`src/rtl/prince_nf_round_ctrl_pkg.sv`:
```
// Shared encodings for the PRINCE NullFresh round controller: FSM states,
// linear-layer selects, pass constants and the registered output bundle.
package prince_nf_round_ctrl_pkg;

    localparam int NUM_PASSES     = 12;
    localparam int MID_PASS       = 5;
    localparam int INV_FIRST_PASS = 6;

    localparam logic [3:0] LAST_PASS = 4'(NUM_PASSES - 1);

    typedef enum logic [2:0] {
        ST_IDLE = 3'd0,
        ST_LOAD = 3'd1,
        ST_SBOX = 3'd2,
        ST_LIN  = 3'd3,
        ST_OUT  = 3'd4
    } state_e;

    localparam logic [1:0] LIN_FWD  = 2'd0;
    localparam logic [1:0] LIN_MID  = 2'd1;
    localparam logic [1:0] LIN_INV  = 2'd2;
    localparam logic [1:0] LIN_POST = 2'd3;

    typedef struct packed {
        logic       busy;
        logic       load_en;
        logic       sbox_en;
        logic       state_en;
        logic       inv_sel;
        logic [1:0] lin_sel;
        logic [3:0] rc_idx;
        logic       out_valid;
    } ctrl_out_t;

    // Forward M for the first half, M' in the middle, M^-1 after it, and only
    // post-whitening after the last inverse S-layer.
    function automatic logic [1:0] lin_sel_for(input logic [3:0] pass);
        if (pass == LAST_PASS) return LIN_POST;
        if (pass == 4'(MID_PASS)) return LIN_MID;
        if (pass > 4'(MID_PASS)) return LIN_INV;
        return LIN_FWD;
    endfunction

endpackage

```
`src/rtl/prince_nf_stage_cnt.sv`:
```
// Counts the register layers of one masked S-box pass; flags the last one.
// Holds at the last stage until cleared, so it never wraps on its own.
module prince_nf_stage_cnt #(
    parameter int SBOX_STAGES = 2
) (
    input  logic clk,
    input  logic rst,
    input  logic clr,
    input  logic en,
    output logic last
);

    localparam logic [2:0] LAST_STAGE = 3'(SBOX_STAGES - 1);

    logic [2:0] stage_d;
    logic [2:0] stage_q;

    assign last = (stage_q == LAST_STAGE);

    always_comb begin
        stage_d = stage_q;
        if (clr) begin
            stage_d = '0;
        end else if (en && !last) begin
            stage_d = stage_q + 3'd1;
        end
    end

    // NOTE: sequential state uses non-blocking assignments so every flop
    // samples the pre-edge values regardless of process ordering.
    always_ff @(posedge clk) begin
        if (rst) begin
            stage_q <= '0;
        end else begin
            stage_q <= stage_d;
        end
    end

endmodule

```
`src/rtl/prince_nf_round_ctrl.sv`:
```
// Round sequencer for the 3-share NullFresh PRINCE core: load, 12 S-layer
// passes with linear-layer/constant selects, then a valid/ready result hold.
module prince_nf_round_ctrl
    import prince_nf_round_ctrl_pkg::*;
#(
    parameter int SBOX_STAGES = 2
) (
    input  logic       clk,
    input  logic       rst,
    input  logic       start,
    input  logic       out_ready,
    output logic       busy,
    output logic       load_en,
    output logic       sbox_en,
    output logic       state_en,
    output logic       inv_sel,
    output logic [1:0] lin_sel,
    output logic [3:0] rc_idx,
    output logic       out_valid
);

    state_e    state_d, state_q;
    logic [3:0] pass_d, pass_q;
    ctrl_out_t out_d, out_q;

    logic stage_clr;
    logic stage_en;
    logic stage_last;

    prince_nf_stage_cnt #(
        .SBOX_STAGES(SBOX_STAGES)
    ) u_stage_cnt (
        .clk (clk),
        .rst (rst),
        .clr (stage_clr),
        .en  (stage_en),
        .last(stage_last)
    );

    // NOTE: every signal driven here gets a default first, so no path through
    // the case statement can leave one unassigned and infer a latch.
    always_comb begin
        state_d   = state_q;
        pass_d    = pass_q;
        stage_clr = 1'b0;
        stage_en  = 1'b0;

        unique case (state_q)
            ST_IDLE: begin
                if (start) state_d = ST_LOAD;
            end
            ST_LOAD: begin
                pass_d    = '0;
                stage_clr = 1'b1;
                state_d   = ST_SBOX;
            end
            ST_SBOX: begin
                stage_en = 1'b1;
                if (stage_last) begin
                    stage_clr = 1'b1;
                    state_d   = ST_LIN;
                end
            end
            ST_LIN: begin
                if (pass_q == LAST_PASS) begin
                    state_d = ST_OUT;
                end else begin
                    pass_d  = pass_q + 4'd1;
                    state_d = ST_SBOX;
                end
            end
            ST_OUT: begin
                if (out_ready) state_d = ST_IDLE;
            end
            default: state_d = ST_IDLE;
        endcase
    end

    // Outputs are decoded from the next state and registered, so each output
    // flop lines up with the state register in the same cycle.
    always_comb begin
        out_d           = '0;
        out_d.busy      = (state_d != ST_IDLE);
        out_d.load_en   = (state_d == ST_LOAD);
        out_d.sbox_en   = (state_d == ST_SBOX);
        out_d.inv_sel   = (state_d == ST_SBOX) && (pass_d >= 4'(INV_FIRST_PASS));
        out_d.state_en  = (state_d == ST_LIN);
        out_d.out_valid = (state_d == ST_OUT);
        if (state_d == ST_LIN) begin
            out_d.lin_sel = lin_sel_for(pass_d);
            out_d.rc_idx  = pass_d + 4'd1;
        end
    end

    always_ff @(posedge clk) begin
        if (rst) begin
            state_q <= ST_IDLE;
            pass_q  <= '0;
            out_q   <= '0;
        end else begin
            state_q <= state_d;
            pass_q  <= pass_d;
            out_q   <= out_d;
        end
    end

    assign busy      = out_q.busy;
    assign load_en   = out_q.load_en;
    assign sbox_en   = out_q.sbox_en;
    assign state_en  = out_q.state_en;
    assign inv_sel   = out_q.inv_sel;
    assign lin_sel   = out_q.lin_sel;
    assign rc_idx    = out_q.rc_idx;
    assign out_valid = out_q.out_valid;

endmodule

```
`config.mk`:
```
export PLATFORM = sky130hd
export DESIGN_NAME = prince_nf_round_ctrl
export DESIGN_NICKNAME = d
export VERILOG_FILES = /design/src/rtl/prince_nf_round_ctrl_pkg.sv /design/src/rtl/prince_nf_stage_cnt.sv /design/src/rtl/prince_nf_round_ctrl.sv
export SDC_FILE = /design/constraint.sdc
export NUM_CORES = 1
export LEC_CHECK = 0
export ABC_AREA = 1
export ABC_CLOCK_PERIOD_IN_PS = 1600
export BUFFER_PORTS_ARGS = -buffer_cell sky130_fd_sc_hd__buf_2
export CAP_MARGIN = 20
export CORE_ASPECT_RATIO = 1.5
export CORE_UTILIZATION = 30
export CTS_BUF_LIST = sky130_fd_sc_hd__clkbuf_4 sky130_fd_sc_hd__clkbuf_8 sky130_fd_sc_hd__clkbuf_16
export CTS_CLUSTER_DIAMETER = 200
export DETAILED_ROUTE_END_ITERATION = 10
export PLACE_DENSITY = 0.61
export SYNTH_ARGS = -nofsm -noshare
export SYNTH_HDL_FRONTEND = slang
export SYNTH_HIERARCHICAL = 1
export SYNTH_SLANG_ARGS = --single-unit
export TNS_END_PERCENT = 20
```
`constraint.sdc`:
```
create_clock -name clk -period 1.6 [get_ports clk]
set_input_delay 0.32 -clock clk [delete_from_list [all_inputs] [get_ports clk]]
set_output_delay 0.32 -clock clk [all_outputs]
set_load 0.05 [all_outputs]
```
# Word-level counts from Yosys, hierarchy flattened
# Index checks and enable logic that the tools add are counted.
[op_classes]
reduce_logical = 7
n_bitwise = 1
n_eq_ne = 12
magnitude_cmp = 2
n_mux = 25
addsub = 3
[ops]
columns = ["operator", "count"]
rows = [
  ["$pmux 3 s5", 1],
  ["$eq 3x2->1 const B", 4],
  ["$mux 2", 6],
  ["$mux 3", 4],
  ["$mux 1", 11],
  ["$eq 3x1->1 const B", 3],
  ["$add 4x1->4 const B", 2],
  ["$eq 4x4->1 const B", 2],
  ["$pmux 4 s2", 1],
  ["$eq 3x3->1 const B", 2],
  ["$eq 4x3->1 const B", 1],
  ["$ge 4x3->1 const B", 1],
  ["$gt 4x3->1 const B", 1],
  ["$mux 4", 1],
  ["$reduce_or 2->1", 2],
  ["$add 3x1->3 const B", 1],
  ["$logic_not 3->1", 1],
  ["$reduce_bool 3->1", 1],
  ["$logic_and 1x1->1", 2],
  ["$pmux 1 s2", 1],
  ["$logic_not 1->1", 1],
  ["$not 1->1", 1],
]
[word_totals]
inputBits = 4
word_cells = 61
ff_bits = 22
out_inout_bits = 12

# Longest topological paths before layout
# Gate-level depths: netlist of run 1.
[depth]
ltp_word = 14
depth_mapped = 12
ltp_nobuf = 12

# Hierarchy
# The synthesis of run 1 kept the hierarchy.
[by_module_without_submodules]
columns = ["module", "instances", "seq_area_each_um2", "cells_each", "area_each_um2"]
rows = [
  ["prince_nf_round_ctrl", 1, 380.4, 111, 918.4],
  ["prince_nf_stage_cnt", 1, 60.1, 23, 163.9],
]

# Worst setup path before layout of run 1
# OpenSTA, ideal clock, no wires.
[synth_timing]
kind = "reg-to-reg"
start = "register pass_q[0]"
end = "register out_q (netlist bit lin_sel[1])"
n_path_buf = 0
path_stages_with_launch = 11
synth_period_minus_slack_ns = 1.639
setup_time_ns = 0.070
arrival_time_ns = 1.570
t_required_ns = 1.530
slack_ns = -0.039
cell_sequence = "dfxtp_1 ha_1 nand3_4 o21bai_1 nand2_1 nand2_4 inv_1 ha_1 nor2_1 nand2_1 a21oi_1"
[synth_between]
elab_chain_len = 11
elab_cells_between_ends = 26
classes_between = "add/sub: 1; order compare: 1; eq/ne: 4; mux: 18; bitwise: 1; reduce/logical: 1"
[synth_lines]
columns = ["item", "line", "source"]
rows = [
  ["start, declared", "prince_nf_round_ctrl.sv:23", "logic [3:0] pass_d, pass_q;"],
  ["start signal, assigned", "prince_nf_round_ctrl.sv:102", "pass_q <= pass_d;"],
  ["$add 4x1->4 / $eq 4x4->1 (equally long branches)", "prince_nf_round_ctrl.sv:68, prince_nf_round_ctrl.sv:65", ""],
  ["$mux 4 (*)", "prince_nf_round_ctrl.sv:65", "if (pass_q == LAST_PASS) begin"],
  ["$pmux 4 s2 (*)", "prince_nf_round_ctrl.sv:48", "unique case (state_q)"],
  ["via pass_d[1]", "prince_nf_round_ctrl.sv:23", ""],
  ["$gt 4x3->1", "prince_nf_round_ctrl_pkg.sv:40", "if (pass > 4'(MID_PASS)) return LIN_INV;"],
  ["$mux 1 (2 in series)", "prince_nf_round_ctrl_pkg.sv:40", ""],
  ["$mux 1", "prince_nf_round_ctrl_pkg.sv:39", "if (pass == 4'(MID_PASS)) return LIN_MID;"],
  ["$mux 1", "prince_nf_round_ctrl.sv:89", "if (state_d == ST_LIN) begin"],
  ["$mux 2", "prince_nf_round_ctrl_pkg.sv:41", "return LIN_FWD;"],
  ["$mux 2", "prince_nf_round_ctrl_pkg.sv:40", ""],
  ["$mux 2 (*)", "prince_nf_round_ctrl_pkg.sv:39", ""],
  ["end signal, assigned", "prince_nf_round_ctrl.sv:103", "out_q <= out_d;"],
  ["end, declared", "prince_nf_round_ctrl.sv:24", "ctrl_out_t out_d, out_q;"],
]
# The timed path passes the listed nets; every way through them passes the cells marked *. The select of a mux whose other input is x is not followed.
# A chain may end at the register's enable or synchronous reset.

# Final worst setup path of run 1
[layout_timing]
start = "register pass_q[1]"
end = "register out_q (netlist bit inv_sel)"
[layout_between]
elab_chain_len = 5
elab_cells_between_ends = 9
classes_between = "add/sub: 1; order compare: 1; eq/ne: 2; mux: 4; reduce/logical: 1"
[layout_lines]
columns = ["item", "line", "source"]
rows = [
  ["$eq 4x4->1", "prince_nf_round_ctrl.sv:65", ""],
  ["$mux 4", "prince_nf_round_ctrl.sv:65", ""],
  ["$pmux 4 s2", "prince_nf_round_ctrl.sv:48", ""],
  ["via pass_d[0]", "prince_nf_round_ctrl.sv:23", ""],
  ["$ge 4x3->1", "prince_nf_round_ctrl.sv:86", "out_d.inv_sel = (state_d == ST_SBOX) && (pass_d >= 4'(INV_FIRST_PASS));"],
  ["$logic_and 1x1->1", "prince_nf_round_ctrl.sv:86", ""],
]
# The timed path passes the listed nets, and every way through them passes these cells.

==> metrics, run 1 <==
Synth cell types 24; Finished Cell Area 0.00145 mm²; crit start category flop; detailed-route DRC error count 0; Synth Area in Simple Gates 34.8%; Worst EP arrival about 1.8 ns; final wirelength ~2.3 mm; layout cell share with drive strength beyond 1 40.4%; CTS root buffer clkbuf_8; critical path required time 1.75 ns; Num Clock Sinks 22; final setup fails 1; Clock power frac 41.2%; Placed Instances 199; delay-heaviest family, CP compound AO/OA/AOI/OAI gates; Slew headroom between 80% and 90%; outcome finished, violations left; clk_skew 0.00145 ns; P per Cell Area around 850 mW/mm²; multiplexer area fraction after synthesis 0%; Reg area between 400 and 500 µm²; post-synthesis compound-gate area fraction 6.94%; Crit path top cell by count a21oi_1; Hold Crit Class in -> reg; Mean Syn Cell Area ~8.1 µm²; # diodes 0; Post-Place Cell Area 0.00128 mm²; core footprint ~0.0034 mm²; RSZ-0062 raised after global routing true; XOR/XNOR share of the synthesized area 0%; worst-margin pin slew around 0.27 ns; Final ANT Viol Nets 0; commonest cells after routing, fill and taps aside nand2_1 (23), dfxtp_1 (19), nor2_1 (18); H-tree Lvls 1; CP Cell Sequence ha_4, nand3_4, o21bai_1, nand2_1, nand2_4, inv_4, ha_1, a21oi_1, a21oi_1; share of the yosys chip area belonging to registers 40.7%; CTS tree built; die width 51.0 µm; # hold bufs at CTS 0; die area between 0.003 and 0.004 mm²; CP Buf/Inv Count 1; HPWL after detailed placement 1.63 mm; Critical Path End Type flop; cell row count 26; Iteration-0 DRC Markers 20; Seq pwr share 46.4%; Synth warnings 6; Mapped Cells 134; first-pass GRT wire length 3.57 mm; Worst-path clk slew 0.08 ns; failing checks setup timing; worst skew pair latency 0.26 ns; Worst Path Max Fanout 4; largest net degree at the start of global routing 14; worst setup margin -0.00348 ns; Net Sw Power between 0.0002 and 0.0003 W; Area Growth Syn to Fin 34.3%; P_int 0.000950 W; fmax 624 MHz; DR vias 939; Final Cycle Share 100%; first-pass iteration count of the detailed router 4; antenna violations before repair 0; total CTS buffers 3; filler cell count 362; Seq cells post-synth 22; port buffer count 15; vias in the first global route 938; Sw Share 23.5%; CP max stage delay 0.36 ns; syn_nets 145; commonest non-fill, non-tap cell in the layout nand2_1; Non-Filler Instances 208; Top Ports 16; Slew Limit Fails 0; largest cells by area after synthesis dfxtp_1 (41%), ha_1 (8.1%), nand2_1 (8.0%); GRT Util Overall 12.1%; Worst IR Drop VDD 537 µV; GR Overflow Total 0; die height 75.6 µm; final layout net count 178; Crit Path Category reg -> reg; leading area contributor after synthesis dfxtp_1; multi-input logic area between 600 and 700 µm²; Max stage delay cell, worst path dfxtp_2; Post-Synth Adder-Cell Area 8.09%; largest family of logic cells by synthesized area simple AND/OR/NAND/NOR gates; mapped cell area approximately 0.0011 mm²; Post-Place Setup Slack -0.0630 ns; maximum clock insertion buffer count 2; final weighted congestion in routability-driven placement 0.759; final hold violation count 0; combinational power share 12.4%; max-cap violations 0; drt via density 4.51; top-area cell type share of the netlist area 40.7%; DR WL/cell about 11 µm; Initial Util 31.7%; min Tclk post-route about 1.6 ns; leak pwr 0.666 nW
path summary, 6_finish.rpt:
kind                                        startpoint                      to  slack (ns)  cells past startpoint
worst min-delay path                             start                 load_en        0.35                      3
worst max register to register               pass_q[1]                 inv_sel      -0.003                      9
worst max-delay path                         pass_q[1]                 inv_sel      -0.003                      9
worst min register to register  u_stage_cnt/stage_q[1]  u_stage_cnt/stage_q[1]        0.52                      2
flip-flops by register name, summed over array words and instances (netlist names), 2 cells and up:
register	flops
u_stage_cnt/stage_q	3
state_q	3
rc_idx	4
lin_sel	2
pass_q	4
tightest hold or removal path, cell delays in order:
cell	delay [ns]
buf_2	0.09
nand3_1	0.10
nor2_1	0.05
cells in the mapped netlist:
master,n
o31ai_1,1
a21oi_1,6
o21bai_1,1
nand3_1,8
inv_1,19
nand2_1,23
o21a_1,1
inv_2,5
ha_1,7
nor2_8,1
o21ai_4,1
nand4_1,2
nand3_2,2
nor3_4,1
clkinv_4,1
nand3b_1,1
nand3_4,1
dfxtp_1,22
nor2_2,2
clkbuf_1,1
nand2_4,5
nor2_1,20
nand2_2,2
a31oi_1,1
logic make-up (layout without fill, tap and decap cells):
family,after synthesis,after routing
buf+inv,26,58
simple gates,68,68
compound gates,11,11
fa+ha+maj,7,7
flops,22,22
per-layer routing:
layer / global-route usage, % / vias to the layer above / part of all wire, %
li1: - / 475 / -
met1: 10.3 / 447 / 39
met2: 26.2 / 15 / 57
met3: 2.20 / 2 / 3.4
met4: 4.63 / 0 / 0.40
met5: 0 / - / 0
layout make-up:
cell class | count | area share [%]
clock inverter | 1 | 2.07
timing repair buffer | 29 | 12.4
multi-input combinational | 86 | 41.4
sequential | 22 | 30.6
inverter | 25 | 7.14
clock buffer | 3 | 2.84
tap | 42 | 3.61
power groups by stage:
stage | clock (W) | combinational [W] | sequential (W)
final | 0.000512 | 0.000154 | 0.000576
after CTS | 0.000524 | 0.000146 | 0.000576
after global routing | 0.000544 | 0.000172 | 0.000578
after global placement | 0 | 0.000141 | 0.000588
after detailed placement | 0 | 0.000145 | 0.000588
after floorplan | 0 | 0.0000812 | 0.000614
stage by stage:
step	power [W]	hold WS (ns)	setup TNS [ns]	util, %
detailed placement	0.000733	0.504	-0.0950	37.4
floorplan	0.000695	0.405	0	-
finish	0.00124	0.355	-0.00348	42.6
global placement	0.000729	0.495	-0.0166	37.4
CTS	0.00125	0.356	0	40.4
global route	0.00129	0.362	-0.199	42.6
what timing repair did:
action	4_1_cts	5_1_grt
pin swaps	5	9
endpoints found under the setup margin	3	4
gates cloned	0	0
setup buffers	2	3
resized for setup	4	12
No activity file was read; power rests on OpenSTA's default activity.
==> run 2, diff against run 1 <==
- MAX_ROUTING_LAYER: default -> met4
==> run 2 against run 1 <==
  * The flow now finishes without violations
  * Critical endpoint unchanged
  * Sequential power about the same
  * Wire length decreased by 0.31%
  * Clock power about the same
  * Core utilization unchanged
  * Design area unchanged
  * First-iteration DRC count decreased by 25%
  * Critical path depth unchanged
  * Final cell count unchanged
  * Combinational power about the same
  * Power about the same
  * Largest power group unchanged
  * Largest cell class unchanged
==> metrics, run 2 (synthesis gave the netlist of run 1 again) <==
Final Util between 40% and 50%; Area Growth Syn to Fin 34.3%; layout cell share with drive strength beyond 1 between 40% and 50%; CP Cell Sequence ha_4, nand3_4, o21bai_1, nand2_1, nand2_4, inv_4, ha_1, a21oi_1, a21oi_1; total CTS buffers 3; antenna violations before repair 0; critical path required time 1.75 ns; Net Sw Power roughly 0.00029 W; Hold Path Origin start; die height between 70 and 80 µm; clk_skew 0.00147 ns; Worst R2R End inv_sel; P_int 0.000950 W; fmax 625 MHz; CP max stage delay 0.36 ns; maximum clock insertion buffer count 2; P per Cell Area 854 mW/mm²; Slew Limit Fails 0; Initial Util about a third; final setup fails 0; GR Overflow Total 0; Hold Crit Class in -> reg; final wirelength between 2 and 2.5 mm; Iteration-0 DRC Markers 15; detailed-route DRC error count 0; R2R Setup Slk about 0.0011 ns; crit start category flop; die area 0.00386 mm²; first-pass GRT wire length 3.57 mm; delay-heaviest family, CP compound AO/OA/AOI/OAI gates; Worst EP arrival between 1.5 and 2 ns; Clock power frac 41.2%; cell row count 26; CTS tree built; Num Clock Sinks 22; Sw Share 23.5%; port buffer count 15; Final ANT Viol Nets 0; final layout net count 178; min Tclk post-route about 1.6 ns; Worst R2R Start pass_q[1]; GRT Util Overall 12.4%; worst skew pair latency between 0.2 and 0.3 ns; max-cap violations 0; Max stage delay cell, worst path dfxtp_2; setup TNS 0 ns; FF-to-FF path depth 9; combinational power share 12.4%; Slew headroom 81.6%; Final Cycle Share 99.9%; Crit path top cell by count a21oi_1; first-pass iteration count of the detailed router 4; Worst IR Drop VDD ~540 µV; CTS root buffer clkbuf_8; worst-margin pin slew about 0.28 ns; CP Buf/Inv Count 1; HPWL after detailed placement 1.63 mm; commonest non-fill, non-tap cell in the layout nand2_1; Crit Path Category reg -> reg; largest net degree at the start of global routing 14; die width 51.0 µm; final weighted congestion in routability-driven placement just under 0.8; Critical Path End Type flop; Worst-path clk slew 0.08 ns; Worst Path Max Fanout 4; outcome completed; leak pwr approximately 0.67 nW; final hold violation count 0; Hold Path Sink load_en; Top Ports 16; DR vias slightly above 900; worst hold stages 3; commonest cells after routing, fill and taps aside nand2_1 (23), dfxtp_1 (19), nor2_1 (18); H-tree Lvls 1; core footprint ~0.0034 mm²; drt via density 4.49; Seq pwr share between 40% and 50%; # diodes 0; vias in the first global route 938; DR WL/cell ~11 µm; RSZ-0062 raised after global routing true
[run 2: cell counts in the layout (fill, tap and decap cells not counted)]
No cell type changed its count.
[run 2: cell type report]
class | instances | area [µm²]
flip-flops and latches | 22 | 444
clock buffers | 3 | 41.3
repair buffers | 29 | 180
well taps | 42 | 52.6
clock inverters | 1 | 30.0
multi-input cells | 86 | 602
inverters | 25 | 104
fillers | 362 | 1960
[run 2: power groups by stage]
stage               Combinational, W  Sequential, W  Clock [W]
floorplan                  0.0000812       0.000614          0
global placement            0.000141       0.000588          0
detailed placement          0.000145       0.000588          0
CTS                         0.000146       0.000576   0.000524
global route                0.000172       0.000578   0.000544
finish                      0.000154       0.000576   0.000512
[run 2: through the flow]
stage	hold WS (ns)	area, µm²	cells	power [W]	worst slack [ns]
after floorplan	0.405	1090	134	0.000695	0.00646
after global placement	0.495	1280	199	0.000729	-0.0166
after detailed placement	0.504	1280	199	0.000733	-0.0630
after CTS	0.356	1380	205	0.00125	0.00169
after global routing	0.362	1450	208	0.00129	-0.0761
final	0.352	1450	208	0.00124	0.00113
[run 2: how the worst max path moves through the flow]
stage / end / cells after the start / from / slack [ns]
6_report: inv_sel / 9 / pass_q[1] / 0.001
4_1_cts: lin_sel[0] / 10 / pass_q[0] / 0.002
2_1_floorplan: lin_sel[1] / 10 / pass_q[0] / 0.006
3_5_place_dp: lin_sel[1] / 10 / pass_q[1] / -0.06
3_3_place_gp: lin_sel[1] / 10 / pass_q[1] / -0.02
5_1_grt: lin_sel[1] / 10 / pass_q[1] / -0.08
[run 2: what timing repair did]
| action | CTS | global route |
|---|---|---|
| gates resized for setup | 4 | 12 |
| pin swaps | 5 | 9 |
| hold buffers | 0 | 0 |
| setup buffers | 2 | 3 |
| endpoints found under the setup margin | 3 | 4 |
[run 2: metal layers]
layer	GRT usage (%)	up-vias	wire length [µm]
li1	-	474	-
met1	10.3	444	866
met2	26.2	14	1300
met3	2.20	2	66
met4	4.63	0	9
met5	-	-	0
[run 2: worst reg2reg max path, stage by stage, from the launching register on]
cell,delay (ns)
dfxtp_2,0.36
ha_4,0.15
nand3_4,0.09
o21bai_1,0.19
nand2_1,0.12
nand2_4,0.12
inv_4,0.05
ha_1,0.18
a21oi_1,0.14
a21oi_1,0.09
==> run 3, diff against run 2 <==
--- a/config.mk
+++ b/config.mk
@@ -18,5 +18,5 @@
 export PLACE_DENSITY = 0.61
+export SLEW_MARGIN = 20
 export SYNTH_ARGS = -nofsm -noshare
 export SYNTH_HDL_FRONTEND = slang
-export SYNTH_HIERARCHICAL = 1
 export SYNTH_SLANG_ARGS = --single-unit
==> constraint.sdc (replaced) <==
create_clock -name clk -period 1.6 [get_ports clk]
set_input_delay 0.16 -clock clk [delete_from_list [all_inputs] [get_ports clk]]
set_output_delay 0.16 -clock clk [all_outputs]
set_load 0.05 [all_outputs]
==> run 3 against run 2 <==
  * Design area shrank 2.3%
  * Global-route usage increased by 0.29 points
  * Core utilization grew 1.9 points
  * Power down 0.75%
  * Die area shrank 5.9%
  * Highest routed layer unchanged
  * Critical endpoint is now lin_sel[1]
  * Combinational power fell by 3%
  * Clock skew rose by 0.0029 ns
==> metrics, run 3 <==
Hold Path Sink load_en; die width 49.5 µm; Num Clock Sinks 22; detailed-route DRC error count 0; share of the yosys chip area belonging to registers 43.3%; Clock power frac around 41%; Crit. Startpoint pass_q[0]; first-pass GRT wire length roughly 3.5 mm; fmax ~640 MHz; Worst EP arrival 1.76 ns; leak pwr 0.638 nW; Area Growth Syn to Fin 39.8%; vias in the first global route 935; first-pass iteration count of the detailed router 4; # diodes 0; Synth cell types 23; H-tree Lvls 1; commonest non-fill, non-tap cell in the layout nand2_1; Final ANT Viol Nets 0; most numerous cell in the Yosys netlist nand2_1; CTS root buffer clkbuf_8; worst-margin pin slew 0.303 ns; P_int 0.000951 W; Synth warnings 0; min Tclk post-route 1.56 ns; final layout net count 178; DR vias 942; final setup fails 0; Seq pwr share a little under half; port buffer count 15; Initial Util a little under a third; CP Buf/Inv Count 1; worst hold stages 3; Critical Path End Type flop; Max stage delay cell, worst path dfxtp_2; Top Ports 16; Worst R2R End lin_sel[1]; Iteration-0 DRC Markers 11; clk_skew between 0.004 and 0.005 ns; Slew Limit Fails 0; Pwr Total about 0.0012 W; Final Cycle Share a little over nine tenths; CTS tree built; Worst R2R Start pass_q[0]; GRT Util Overall 12.7%; Sw Share 22.8%; mapped cell area slightly above 0.001 mm²; antenna violations before repair 0; commonest cells in the netlist nand2_1 (27), inv_1 (23), dfxtp_1 (22); P per Cell Area 868 mW/mm²; top-area cell type share of the netlist area around 43%; ys async rst share 0%; drt via density 4.57; Net Sw Power 0.000281 W; Mapped Cells 135; Seq cells post-synth 22; Hold Path Origin start; outcome completed; die height 73.3 µm; largest cells by area after synthesis dfxtp_1 (43%), nand2_1 (10%), ha_1 (8.6%); CP max stage delay 0.36 ns; HPWL after detailed placement 1.58 mm; cell row count 25; leading area contributor after synthesis dfxtp_1; max-cap violations 0; worst skew pair latency 0.26 ns; GR Overflow Total 0; Mean Syn Cell Area between 7 and 8 µm²; Most used DFF post-synth dfxtp_1; Hold Crit Class in -> reg; core footprint roughly 0.0032 mm²; DR WL/cell approximately 11 µm; largest net degree at the start of global routing 14; die area 0.00363 mm²; layout cell share with drive strength beyond 1 between 30% and 40%; final hold violation count 0; Finished Cell Area 0.00142 mm²; crit start category flop; Worst IR Drop VDD 506 µV; R2R Setup Slk 0.04 ns; CP Cell Sequence ha_4, nand2_4, nor2_4, nor2_4, nand2_1, nand2_4, buf_4, ha_4, nor2_2, nand2_1, a21oi_2; Post-synth EDFFs 0; Slew headroom 79.7%; critical path required time 1.80 ns; total CTS buffers 3; Crit Path Category reg -> reg; combinational power share roughly an eighth; Post-Place Cell Area 0.00121 mm²; # hold bufs at CTS 0; syn_nets 146; delay-heaviest family, CP simple AND/OR/NAND/NOR gates; maximum clock insertion buffer count 2; setup TNS 0 ns; final weighted congestion in routability-driven placement 0.773; Worst-path clk slew 0.08 ns; final wirelength 2.22 mm; FF-to-FF path depth 11; RSZ-0062 raised after global routing true; commonest cells after routing, fill and taps aside nand2_1 (22), inv_1 (21), dfxtp_1 (19); Worst Path Max Fanout 4
==> run 3: cell types whose count changed in the layout (fill, tap and decap cells not counted), sizes merged <==
cell / before / now
a211oi: 0 / 1
clkinv: 1 / 0
buf: 29 / 28
o31ai: 1 / 0
o21ai: 1 / 0
o21a: 1 / 0
a21oi: 6 / 8
or2: 0 / 3
o21bai: 1 / 0
nor3: 1 / 2
nand3: 11 / 10
==> run 3: per-stage QoR <==
step,util (%),hold WS [ns],instances,setup slack [ns]
floorplan,-,0.239,135,0.00621
global route,44.5,0.190,206,-0.0382
finish,44.5,0.185,206,0.0406
global placement,38.0,0.471,198,0.0456
CTS,40.3,0.186,202,-0.00133
detailed placement,38.0,0.467,198,0.0108
==> run 3: power by group through the flow <==
stage / combinational (W) / sequential [W] / clock [W]
4_1_cts: 0.000133 / 0.000573 / 0.000521
2_1_floorplan: 0.0000650 / 0.000613 / 0
3_3_place_gp: 0.000130 / 0.000585 / 0
3_5_place_dp: 0.000131 / 0.000586 / 0
5_1_grt: 0.000165 / 0.000577 / 0.000544
6_report: 0.000149 / 0.000574 / 0.000509
==> run 3: kinds of logic after synthesis <==
logic type                 after synthesis  synth area share (%)
AOI/OAI and AO/OA                       10                  6.04
adders and majority gates                7                  8.62
buffers and inverters                   25                  9.24
DFF                                     22                  43.3
and+or+nand+nor                         71                  32.8
==> run 3: worst max-delay path by stage <==
stage	end	depth (start not counted)
floorplan	lin_sel[1]	12
global placement	lin_sel[1]	11
detailed placement	lin_sel[1]	12
CTS	lin_sel[0]	11
global route	lin_sel[1]	11
finish	lin_sel[1]	11
==> run 3: cell type report <==
class | instances | area [µm²]
Inverter | 24 | 95.1
Timing Repair Buffer | 28 | 173
Clock inverter | 1 | 30.0
Fill cell | 325 | 1770
Sequential cell | 22 | 444
Tap cell | 40 | 50.0
Clock buffer | 3 | 41.3
Multi-Input combinational cell | 88 | 587
==> run 3: worst min-delay path, delay by kind of cell <==
family / cells / cell delay (ns)
AND/OR/NAND/NOR: 2 / 0.15
buffers and inverters: 1 / 0.09
==> run 3: routing by layer <==
metal / GRT usage (%) / routed length, µm / up-vias
met4: 4.76 / 30 / 0
met2: 24.5 / 1280 / 12
li1: - / - / 477
met1: 12.6 / 846 / 449
met3: 2.07 / 63 / 4
met5: - / 0 / -
==> run 3: timing repair <==
action	CTS	global route
setup buffers	0	4
pin swaps	2	12
gates resized for setup	3	23
endpoints found under the setup margin	1	6
